File: config.mk
export PLATFORM = sky130hd
export DESIGN_NAME = router_pkt_src
export DESIGN_NICKNAME = d
export VERILOG_FILES = /design/src/rtl/router_pkt_src.sv
export SDC_FILE = /design/constraint.sdc
export NUM_CORES = 1
export LEC_CHECK = 0
export CAP_MARGIN = 20
export CELL_PAD_IN_SITES_DETAIL_PLACEMENT = 1
export CELL_PAD_IN_SITES_GLOBAL_PLACEMENT = 2
export CORE_UTILIZATION = 52
export DETAILED_ROUTE_END_ITERATION = 8
export PLACE_DENSITY_LB_ADDON = 0.1
export SLEW_MARGIN = 15
export SYNTH_ARGS = -nofsm -noshare
export SYNTH_HDL_FRONTEND = slang
export SYNTH_SLANG_ARGS = --single-unit
File: constraint.sdc
create_clock -name clk -period 3.7 [get_ports clk]
set_input_delay 0.74 -clock clk [delete_from_list [all_inputs] [get_ports clk]]
set_output_delay 0.74 -clock clk [all_outputs]
set_load 0.03 [all_outputs]
File: src/rtl/router_pkt_src.sv
// router_pkt_src: transmitting end of the router input-port protocol.
// A request latches destination and length, the whole payload is buffered
// from the upstream byte stream, then header, payload and XOR parity are
// presented to the router, each byte held for as long as busy is high.
module router_pkt_src #(
  parameter int LEN_WIDTH = 6,
  parameter int IPG       = 2
) (
  input  logic                 clk,
  input  logic                 resetn,
  input  logic                 start,
  input  logic [1:0]           dest,
  input  logic [LEN_WIDTH-1:0] len,
  output logic                 start_ready,
  input  logic [7:0]           s_data,
  input  logic                 s_valid,
  output logic                 s_ready,
  input  logic                 busy,
  input  logic                 err,
  output logic                 pkt_valid,
  output logic [7:0]           data_out,
  output logic                 done,
  output logic                 req_err,
  output logic                 err_seen,
  output logic                 tx_active
);

  localparam logic [2:0] S_IDLE    = 3'd0;
  localparam logic [2:0] S_LOAD    = 3'd1;
  localparam logic [2:0] S_HEADER  = 3'd2;
  localparam logic [2:0] S_PAYLOAD = 3'd3;
  localparam logic [2:0] S_PARITY  = 3'd4;
  localparam logic [2:0] S_GAP     = 3'd5;

  // One spare entry lets any pointer value index the array directly;
  // pointers never exceed len-1 so the last entry is never used.
  localparam int DEPTH = 2 ** LEN_WIDTH;
  localparam logic [LEN_WIDTH-1:0] LEN_ONE = {{(LEN_WIDTH-1){1'b0}}, 1'b1};

  logic [2:0]           state;
  logic [LEN_WIDTH-1:0] len_r;
  logic [LEN_WIDTH-1:0] wptr;
  logic [LEN_WIDTH-1:0] rptr;
  logic [7:0]           header;
  logic [7:0]           parity;
  logic [3:0]           gap_cnt;
  logic                 after_gap;
  logic [7:0]           buffer [DEPTH];

  logic [7:0]           header_next;
  logic                 bad_req;

  // Request decode: header packs the length above the 2-bit destination.
  always_comb begin
    header_next = 8'({len, dest});
    bad_req     = (dest == 2'd3) || (len == '0);
  end

  // Control state, pointers, running parity and the status pulses.
  always_ff @(posedge clk or negedge resetn) begin
    if (!resetn) begin
      state     <= S_IDLE;
      len_r     <= '0;
      wptr      <= '0;
      rptr      <= '0;
      header    <= '0;
      parity    <= '0;
      gap_cnt   <= '0;
      after_gap <= 1'b0;
      done      <= 1'b0;
      req_err   <= 1'b0;
      err_seen  <= 1'b0;
    end else begin
      done      <= 1'b0;
      req_err   <= 1'b0;
      after_gap <= 1'b0;
      if (err && ((state == S_PARITY) || (state == S_GAP) || after_gap)) begin
        err_seen <= 1'b1;
      end
      case (state)
        S_IDLE: begin
          if (start && start_ready) begin
            if (bad_req) begin
              req_err <= 1'b1;
            end else begin
              state    <= S_LOAD;
              len_r    <= len;
              header   <= header_next;
              parity   <= header_next;
              wptr     <= '0;
              rptr     <= '0;
              err_seen <= 1'b0;
            end
          end
        end
        S_LOAD: begin
          if (s_valid) begin
            parity <= parity ^ s_data;
            wptr   <= wptr + LEN_ONE;
            if (wptr == len_r - LEN_ONE) begin
              state <= S_HEADER;
            end
          end
        end
        S_HEADER: begin
          if (!busy) begin
            state <= S_PAYLOAD;
          end
        end
        S_PAYLOAD: begin
          if (!busy) begin
            rptr <= rptr + LEN_ONE;
            if (rptr == len_r - LEN_ONE) begin
              state <= S_PARITY;
            end
          end
        end
        S_PARITY: begin
          if (!busy) begin
            state   <= S_GAP;
            gap_cnt <= 4'(IPG - 1);
            done    <= 1'b1;
          end
        end
        S_GAP: begin
          if (gap_cnt == 4'd0) begin
            state     <= S_IDLE;
            after_gap <= 1'b1;
          end else begin
            gap_cnt <= gap_cnt - 4'd1;
          end
        end
        default: state <= S_IDLE;
      endcase
    end
  end

  // Payload storage; contents need no reset because reads follow writes.
  always_ff @(posedge clk) begin
    if ((state == S_LOAD) && s_valid) begin
      buffer[wptr] <= s_data;
    end
  end

  // Outputs decode from state only, so busy never reaches them combinationally.
  always_comb begin
    start_ready = (state == S_IDLE) && (gap_cnt == 4'd0);
    s_ready     = (state == S_LOAD);
    tx_active   = (state != S_IDLE);
    pkt_valid   = 1'b0;
    data_out    = 8'h00;
    case (state)
      S_HEADER: begin
        pkt_valid = 1'b1;
        data_out  = header;
      end
      S_PAYLOAD: begin
        pkt_valid = 1'b1;
        data_out  = buffer[rptr];
      end
      S_PARITY: begin
        data_out  = parity;
      end
      default: begin
        pkt_valid = 1'b0;
        data_out  = 8'h00;
      end
    endcase
  end

endmodule

==> results.py <==
metrics = {
    "run_status": {
        "status": "complete, but fails checks",
        "violations": "setup timing",
    },
    "finish": {
        "layout_common_cells": "edfxtp_1, buf_4, nor2_1, mux4_2, mux2i_1",
        "n_fill_cell": 3583,
        "drive_gt1_frac": 0.298,
        "final_common_cell": "edfxtp_1",
        "layout.cells.non_filler": 2021,
        "syn_to_final_growth_pct": 19.9,
        "final_nets": 1464,
        "n_antenna_cell": 0,
    },
    "worst_hold_path": {
        "worst_hold_path.endpoint": "gap_cnt[0]",
        "min_path_type": "flip-flop to flip-flop",
        "hp-start": "gap_cnt[0]",
        "min_path_cells": 1,
    },
    "sta": {
        "hold_viol": 0,
        "fin_crit_sh": 1.04,
        "relSlewSlack": 0.246,
        "tightest_slew_ns": 1.13,
        "setup_ws_ns": -0.163,
        "fmax_mhz": 259,
        "rsz0062_at_grt": "true",
        "setup_viol": 7,
        "clock_skew_ns": 0.0265,
        "period_needed_ns": 3.86,
        "hold-worst-slack_ns": 0.506,
        "finalMaxSlewViolations": 0,
    },
    "logic_synthesis": {
        "syn_area_sq_um": 22300,
        "ys_warn_count": 0,
        "syn_inst": 1238,
        "async_flop_share": 0.0708,
        "synth-seq-area-share": 0.732,
        "ys.flop_type": "edfxtp_1",
        "postSynthAreaPerCell_sq_um": 18.0,
        "syn_nets": 1265,
        "yosysUniqueCellTypes": 52,
        "synth_edf_count": 512,
        "ys_ff_latch": 551,
    },
    "placed_design": {
        "dpl.hpwl_microns": 38300,
        "dp_cells": 1885,
        "io_buffer_count": 36,
        "gp_routability_congestion": 0.875,
        "detailedPlace.worstSlack_ns": 0.0414,
    },
    "die": {
        "initial_core_util": 0.530,
        "die_h_microns": 209,
        "dieArea_sq_um": 43800,
        "boundaryPins": 37,
        "fp.dieW_microns": 209,
        "core_sq_um": 42100,
        "row_count": 75,
    },
    "setup_path": {
        "path_cells": "buf_12, buf_16, mux4_2, mux2_2, a22oi_2, a22oi_2, o211ai_1, o211ai_1, buf_4",
        "end_kind": "primary output",
        "path_buf_inv": 3,
        "path_depth": 9,
        "slowest_stage": "mux4_2",
        "worstReg2RegStart": "state[0]",
        "cp_top_family": "compound AO/OA/AOI/OAI gates",
        "crit_type": "flip-flop to primary output",
        "r2r_slack_ns": 0.83,
        "path_max_fanout": 6,
        "cp.arrival_ns": 3.12,
        "r2r-end": "buffer[27][7]",
        "start_kind": "flip-flop",
        "rr_worst_depth": 7,
        "slowest_delay_ns": 0.49,
        "cp.required_ns": 2.96,
    },
    "power": {
        "leakage_uw": 0.00899,
        "p_per_area_nw_per_um2": 734,
        "vdd_ir_drop_max_v": 0.000532,
    },
    "global_routing": {
        "grt_start_max_net_pins": 67,
        "grt_pass1_vias": 13400,
        "track_usage": 0.291,
        "antenna_found_initial": 0,
        "grt_pass1_wl_microns": 90500,
        "gr-total-overflow": 0,
    },
    "route": {
        "wl_per_cell_microns": 30.7,
        "vias_per_cell": 6.24,
        "drc": 0,
        "drtAntennaViolNets": 0,
        "dr.pass1.iters": 5,
        "drt_iter0_markers": 1196,
        "routed-via-count": 12600,
        "routed_wirelength_microns": 62000,
    },
    "clock_network": {
        "cts_root_buffer": "clkbuf_16",
        "cts_tree": "built",
        "clock_latency_ns": 0.61,
        "htreeDepth": 2,
        "cts_sinks": 551,
        "cts_buffer_depth": 3,
        "cts_buffers": 56,
        "clk_pin_slew_ns": 0.06,
    },
    "flow_run": {
        "drv_cap": 0,
    },
}
==> cells in the mapped netlist, types with 6 or more instances <==
cell type,n,area share
a22oi_1,65,0.022
dfrtp_1,39,0.044
mux4_2,86,0.087
mux4_1,6,0.0071
nor2_1,97,0.016
xor2_1,13,0.0051
nand2_1,28,0.0047
clkbuf_1,40,0.0067
o21ai_0,41,0.0092
mux2_2,17,0.0086
xnor2_1,11,0.0043
a2bb2oi_1,6,0.0024
o211ai_1,13,0.0044
buf_6,7,0.0035
nand2b_1,11,0.0031
a221oi_1,12,0.0047
nor2b_1,10,0.0028
edfxtp_1,512,0.69
inv_1,10,0.0017
a21oi_1,24,0.0054
buf_2,16,0.0036
nand3_1,28,0.0063
mux2i_1,84,0.038
==> routing by layer <==
| layer | GRT usage | vias to the layer above | wire length [microns] |
|---|---|---|---|
| li1 | - | 5376 | - |
| met1 | 0.401 | 6676 | 25600 |
| met2 | 0.477 | 457 | 30400 |
| met3 | 0.0431 | 105 | 3940 |
| met4 | 0.104 | 0 | 2030 |
| met5 | 0 | - | 0 |
==> cell families (layout without fill, tap and decap cells) <==
family | after synthesis | in the layout | share of synthesized area
flip-flops | 551 | 551 | 0.732
AND/OR/NAND/NOR | 209 | 209 | 0.0439
multiplexers | 193 | 193 | 0.140
AO/OA/AOI/OAI | 171 | 171 | 0.0512
buffers and inverters | 84 | 328 | 0.0201
XOR/XNOR | 24 | 24 | 0.00941
adder cells (fa/ha/maj) | 6 | 6 | 0.00325
==> how the worst max path moves through the flow <==
stage,from,endpoint,slack [ns]
after global placement,rptr[0],data_out[2],0.03
after global routing,rptr[0],data_out[2],-0.22
after CTS,rptr[0],data_out[1],-0.16
after floorplan,rptr[0],data_out[3],0.82
final,rptr[0],data_out[3],-0.16
after detailed placement,rptr[0],data_out[2],0.04
==> area by class of cell <==
type | instances | area (sq um) | share of cell area
clock buffers | 69 | 1470 | 0.0550
clock inverters | 34 | 325 | 0.0121
inverters | 11 | 41.3 | 0.00154
multi-input cells | 603 | 5830 | 0.218
flip-flops and latches | 551 | 16400 | 0.611
well taps | 539 | 674 | 0.0252
repair buffers | 214 | 2080 | 0.0777
==> timing repair <==
| item | in CTS | in global routing |
|---|---|---|
| endpoints found under the hold margin | 0 | 1 |
| buffers inserted | 20 | 5 |
| cloned | 8 | 2 |
| gates resized for setup | 84 | 27 |
| hold buffers | 0 | 1 |
| pin swaps | 31 | 17 |
| endpoints found under the setup margin | 8 | 8 |
==> report_power, final <==
group | total, uW | internal, uW | switching, uW
sequential | 7370 | 7060 | 304
clock | 5600 | 3240 | 2360
combinational | 6680 | 3120 | 3560
total | 19600 | 13400 | 6230
==> state kept, by name, indices dropped and copies added, names as in the netlist <==
name       cells
rptr           6
state          3
req_err        1
gap_cnt        4
header         3
wptr           6
len_r          5
err_seen       1
after_gap      1
parity         8
done           1
buffer       512
==> stage by stage <==
step,instance area (sq um),power [uW],utilization,TNS [ns]
finish,26800,19600,0.636,-0.771
global route,26800,20300,0.636,-1.28
CTS,26600,19600,0.632,-0.907
detailed placement,24100,13000,0.572,0
global placement,24100,12900,0.572,0
floorplan,22300,10800,-,0
==> worst register-to-register path, delay by kind of cell (launching register included) <==
kind | cells | cell delay (ns)
simple gates | 4 | 1.25
flops | 1 | 0.67
buf+inv | 3 | 0.65
No activity file was read; power rests on OpenSTA's default activity.
==> RTL edit 1, RTL diff (same flow settings) <==
Make the reset (`resetn`) synchronous in one clocked block.
--- a/src/rtl/router_pkt_src.sv
+++ b/src/rtl/router_pkt_src.sv
@@ -58,5 +58,5 @@
 
   // Control state, pointers, running parity and the status pulses.
-  always_ff @(posedge clk or negedge resetn) begin
+  always_ff @(posedge clk) begin
     if (!resetn) begin
       state     <= S_IDLE;
Formal check against the unedited RTL: differs if resetn is asserted again (counterexample within 4 cycles, from zero or initial values and one cycle with resetn low); with resetn held inactive, the same outputs for 4 cycles.
==> RTL edit 1 against the unedited design <==
The run still ends with negative setup slack left. Area after synthesis hardly changed. Via count fell by 5.8%. Global-route usage down 2.1 points. Sequential cell count increased by 6. Routed wire length fell by 5.8%. Cell area down 0.89%. Cell count fell by 4.5%. Setup slack better by 0.091 ns. Largest cell class unchanged.
Power is not compared: it rests on default switching activity, and its combinational part moved more than twofold at a synthesized area within 25%.
==> RTL edit 1: results (changes against the unedited design) <==
Status: finished, violations left
Failing checks: negative setup slack
Final GP Congestion: 0.8119 (-7.2%)
Met1 Usage GRT: 37.60% (-2.5 points)
Post-layout nets: 1,370 (-6.4%)
YS warnings: 0 (unchanged)
Seq/Total Area, Yosys: 72.90% (-0.31 points)
Final setup violation count: 7 (unchanged)
Final worst slack: -0.07266 ns (+0.09054 ns)
Global-route wire length before repair: 83,790 um (-7.4%)
1st-iter DRT viols: 945 (-21%)
Slew margin rel.: 47.26% (+23 points)
Fraction of layout cells with a size suffix above 1: 32.16% (+2.3 points)
Placed wire-length estimate: 36,230 um (-5.5%)
Critical Path AT: 3.03 ns (-0.09 ns)
Setup TNS Final: -0.2486 ns (+0.5224 ns)
Filler Cell Count: 3,543 (-1.1%)
Largest net degree at the start of global routing: 49 (-27%)
Top post-synthesis cells by count: 512 x edfxtp_1, 141 x mux4_2, 109 x nor2_1
Post-synth ARST share: 0% (-7.1 points)
Global Route met2 Usage: 43.59% (-4.1 points)
Slowest stage delay, CP: 0.58 ns (+0.09 ns)
DP Area: 0.02396 mm2 (-0.61%)
Max Clock Skew: 0.01653 ns (-0.01002 ns)
Delay-heaviest family, CP: multiplexers
DR vias: 11,880 (-5.8%)
Dominant cells by area after synthesis: edfxtp_1 69%, mux4_2 14%, dfxtp_1 4.0%, nor2_1 1.8%, mux2i_1 1.7%
Tot GR Track Use: 27.05% (-2.1 points)
Grt met3 use: 4.223% (-0.090 points)
Routed wire per std cell: 30.26 um (-1.3%)
Net count after synthesis: 1,177 (-7.0%)
-- RTL edit 1: per-stage QoR --
stage / hold slack, ns / instances / utilization [%] / worst slack, ns
floorplan: 0.4343 / 1151 / - / 0.8529
global placement: 0.4345 / 1789 / 56.87 / 0.3231
detailed placement: 0.4428 / 1789 / 56.87 / 0.2859
CTS: 0.4522 / 1918 / 62.51 / -0.08630
global route: 0.4779 / 1929 / 62.98 / -0.1154
finish: 0.4473 / 1930 / 62.99 / -0.07266
-- RTL edit 1: cell families (layout without fill, tap and decap cells) --
logic type	count (synthesis)	count (layout)	synth area share (%)
xor gates and xnor gates	26	26	1.205
and+or+nand+nor	213	213	4.719
muxes	188	188	16.45
other	0	1	0
DFF	557	557	72.90
adders and majority gates	4	4	0.2242
AOI/OAI and AO/OA	90	90	2.606
buffers and inverters	73	312	1.889
-- RTL edit 1: worst paths after layout --
| check | from | end | slack (ns) | cells after the start |
|---|---|---|---|---|
| setup reg to reg | state[0]$_SDFFE_PN0P_ | buffer[16][4]$_DFFE_PP_ | 0.81 | 8 |
| setup / recovery | register | data_out[5] | -0.07 | 7 |
| hold / removal | err_seen$_SDFF_PN0_ | err_seen$_SDFF_PN0_ | 0.45 | 2 |
| hold reg to reg | err_seen$_SDFF_PN0_ | err_seen$_SDFF_PN0_ | 0.45 | 2 |
-- RTL edit 1: tightest hold or removal path, cell delays in order, from the launching register on --
cell and delay (ns):
dfxtp_1 0.31, inv_1 0.05, a21oi_1 0.05
-- RTL edit 1: area by class of cell --
class | instances | share of cell area, %
sequential | 557 | 61.38
inverter | 10 | 0.1414
tap | 539 | 2.541
multi-input combinational | 521 | 21.88
timing repair buffer | 198 | 7.331
clock buffer | 63 | 5.459
clock inverter | 41 | 1.259
antenna | 1 | 0.009429
-- RTL edit 1: routing by layer --
| metal | vias up | routed length, um |
|---|---|---|
| li1 | 5065 | - |
| met1 | 6300 | 24420 |
| met2 | 417 | 28560 |
| met3 | 101 | 3464 |
| met4 | 0 | 1949 |
| met5 | - | 0 |
-- RTL edit 1: what timing repair did --
action,CTS,global route
setup endpoints to repair,8,8
gates resized for setup,53,9
buffers inserted,19,9
pin swaps,6,4
gates cloned,6,2
-- RTL edit 1: power groups by stage --
stage	combinational, uW	clock [uW]	sequential (uW)
floorplan	1680	0	7130
global placement	2280	0	7220
detailed placement	2330	0	7220
CTS	2720	5570	7080
global route	2980	5770	7090
finish	2820	5490	7080
==> RTL edit 2, RTL diff (same flow settings) <==
Without the edit above. Set the parameter `LEN_WIDTH` to 5 (it was 6).
--- a/src/rtl/router_pkt_src.sv
+++ b/src/rtl/router_pkt_src.sv
@@ -4,5 +4,5 @@
 // presented to the router, each byte held for as long as busy is high.
 module router_pkt_src #(
-  parameter int LEN_WIDTH = 6,
+  parameter int LEN_WIDTH = 5,
   parameter int IPG       = 2
 ) (
Interface: changed (resized len); port bits go from 37 to 36. No check against the original RTL was run, so the function may have changed too.
==> RTL edit 2 against the unedited design <==
Sequential share of layout area is 1.0 points lower. Synthesized cell count down 44%. Total power decreased by 65%. Highest routed layer unchanged. Non-clock buffer count shrank 107. Count of clock-buffer cells in the layout down 28. Routed wire length down 51%. Area after synthesis down 46%. Setup slack improved by 0.18 ns. Worst hold slack lost 0.18 ns. Die area is 45% lower. Fmax is 4.9% higher. Sequential cell count shrank 259. Cell area down 47%. Clock skew is 0.013 ns lower.
==> RTL edit 2: results (changes against the unedited design) <==
Critical Path AT: 2.94 ns (-0.18 ns)
Delay-heaviest family, CP: multiplexers
Grt met3 use: 3.362% (-0.95 points)
Routed wire per std cell: 26.96 um (-12%)
Bufs w/o clock: 107 (-50%)
Net count after synthesis: 720 (-43%)
Slowest stage delay, CP: 0.56 ns (+0.07 ns)
Area of the multi-input gates: 0.003313 mm2 (-43%)
Final GP Congestion: 0.8539 (-2.4%)
Mean post-synth cell area: 17.55 um2 (-2.7%)
I/O Buffers: 35 (-2.8%)
Worst-skew pair later-pin latency: 0.56 ns (-0.05 ns)
Post-synth EDFFs: 256 (-50%)
Synth unique cells: 53 (+1.9%)
Post-route insts no fill: 1,129 (-44%)
Pwr Density: 482.2 mW/mm2 (-34%)
Placed wire-length estimate: 20,330 um (-47%)
Clock buf/inv share: 7.074% (+0.36 points)
Max Clock Skew: 0.01326 ns (-0.01328 ns)
1st-pass router iterations: 4 (-1)
Largest net degree at the start of global routing: 37 (-45%)
Post-synth ARST share: 12.33% (+5.3 points)
CTS buffer count: 31 (-45%)
Top post-synthesis cells by count: 256 x edfxtp_1, 73 x mux4_2, 49 x nand2_1
Dominant cells by area after synthesis: edfxtp_1 63%, mux4_2 14%, dfrtp_1 7.4%, nand2_1 1.5%, nor2_1 1.5%
Largest registers: buffer (256), parity (8)
Seq/Total Area, Yosys: 70.84% (-2.4 points)
Well Taps: 313 (-42%)
Place WS: 0.1031 ns (+0.06167 ns)
Hold Path Class: primary input to asynchronous set/reset pin
Inverters: 13 (+2)
Number of global-route vias before repair: 7,224 (-46%)
Worst VDD drop: 0.0004263 V (-20%)
Pleak: 0.004859 uW (-46%)
Slowest CP cell: dfrtp_4
Tot GR Track Use: 26.45% (-2.7 points)
FF+latch count, synth: 292 (-47%)
CTS H-tree depth: 1 (-1)
Met1 Usage GRT: 37.40% (-2.7 points)
Fraction of layout cells with a size suffix above 1: 26.72% (-3.1 points)
Multi-In Gates: 347 (-42%)
1st-iter DRT viols: 585 (-51%)
Status: complete, no violations
Filler Cell Count: 1,982 (-45%)
Worst r2r path cells: 4 (-3)
Antenna violations before repair: 1 (+1)
Global-route wire length before repair: 45,730 um (-49%)
Post-layout nets: 821 (-44%)
Global Route met2 Usage: 44.04% (-3.7 points)
Seq/total area: 60.05% (-1.0 points)
Slew margin rel.: 31.58% (+7.0 points)
Via density per instance: 5.994 (-4.0%)
Root buf cell: clkbuf_16
Crit-path max FO: 13 (+7)
CLK BUF: 41 (-41%)
-- RTL edit 2: cell types whose count changed in the layout (fill, tap and decap cells not counted), sizes merged, moves of 21 or more --
cell | unedited run | this run
a22oi | 65 | 7
buf | 190 | 79
clkbuf | 71 | 43
edfxtp | 512 | 256
mux2i | 84 | 2
nand2 | 28 | 49
nor2 | 97 | 47
-- RTL edit 2: report_power, final --
part | internal (uW) | switching (uW)
Clock | 1820 | 1240
Combinational | 108 | 141
Sequential | 3590 | 11.7
Total | 5510 | 1390
-- RTL edit 2: cells by family (layout without fill, tap and decap cells) --
logic type	after synthesis	in the layout	share of synthesized area [%]
buffers and inverters	52	177	1.909
XOR/XNOR	18	18	1.651
AO/OA/AOI/OAI	83	83	4.272
AND/OR/NAND/NOR	160	160	6.502
adder cells (fa/ha/maj)	8	8	0.8256
multiplexers	78	78	14.00
flip-flops	292	292	70.84
-- RTL edit 2: timing repair --
item | 4_1_cts | 5_1_grt
resized for setup | 54 | 11
setup endpoints to repair | 8 | 7
cloned | 0 | 1
setup buffers | 8 | 2
-- RTL edit 2: worst paths after layout --
check	slack, ns	endpoint	startpoint
max	0.02	data_out[0]	rptr[0]$_DFFE_PN0P_
min	0.32	state[1]$_DFFE_PN0P_	resetn
max reg2reg	1.24	buffer[11][4]$_DFFE_PP_	state[0]$_DFFE_PN0P_
min reg2reg	0.50	header[1]$_DFFE_PN0P_	header[1]$_DFFE_PN0P_
max in group asynchronous	2.67	rptr[0]$_DFFE_PN0P_	resetn
min in group clk	0.50	header[1]$_DFFE_PN0P_	header[1]$_DFFE_PN0P_
-- RTL edit 2: layer usage --
metal  share of wire (%)  routed length (um)
met5                   0                   0
met4                 2.6                 804
met3                 4.7                1445
met2                  50               15210
met1                  43               12970
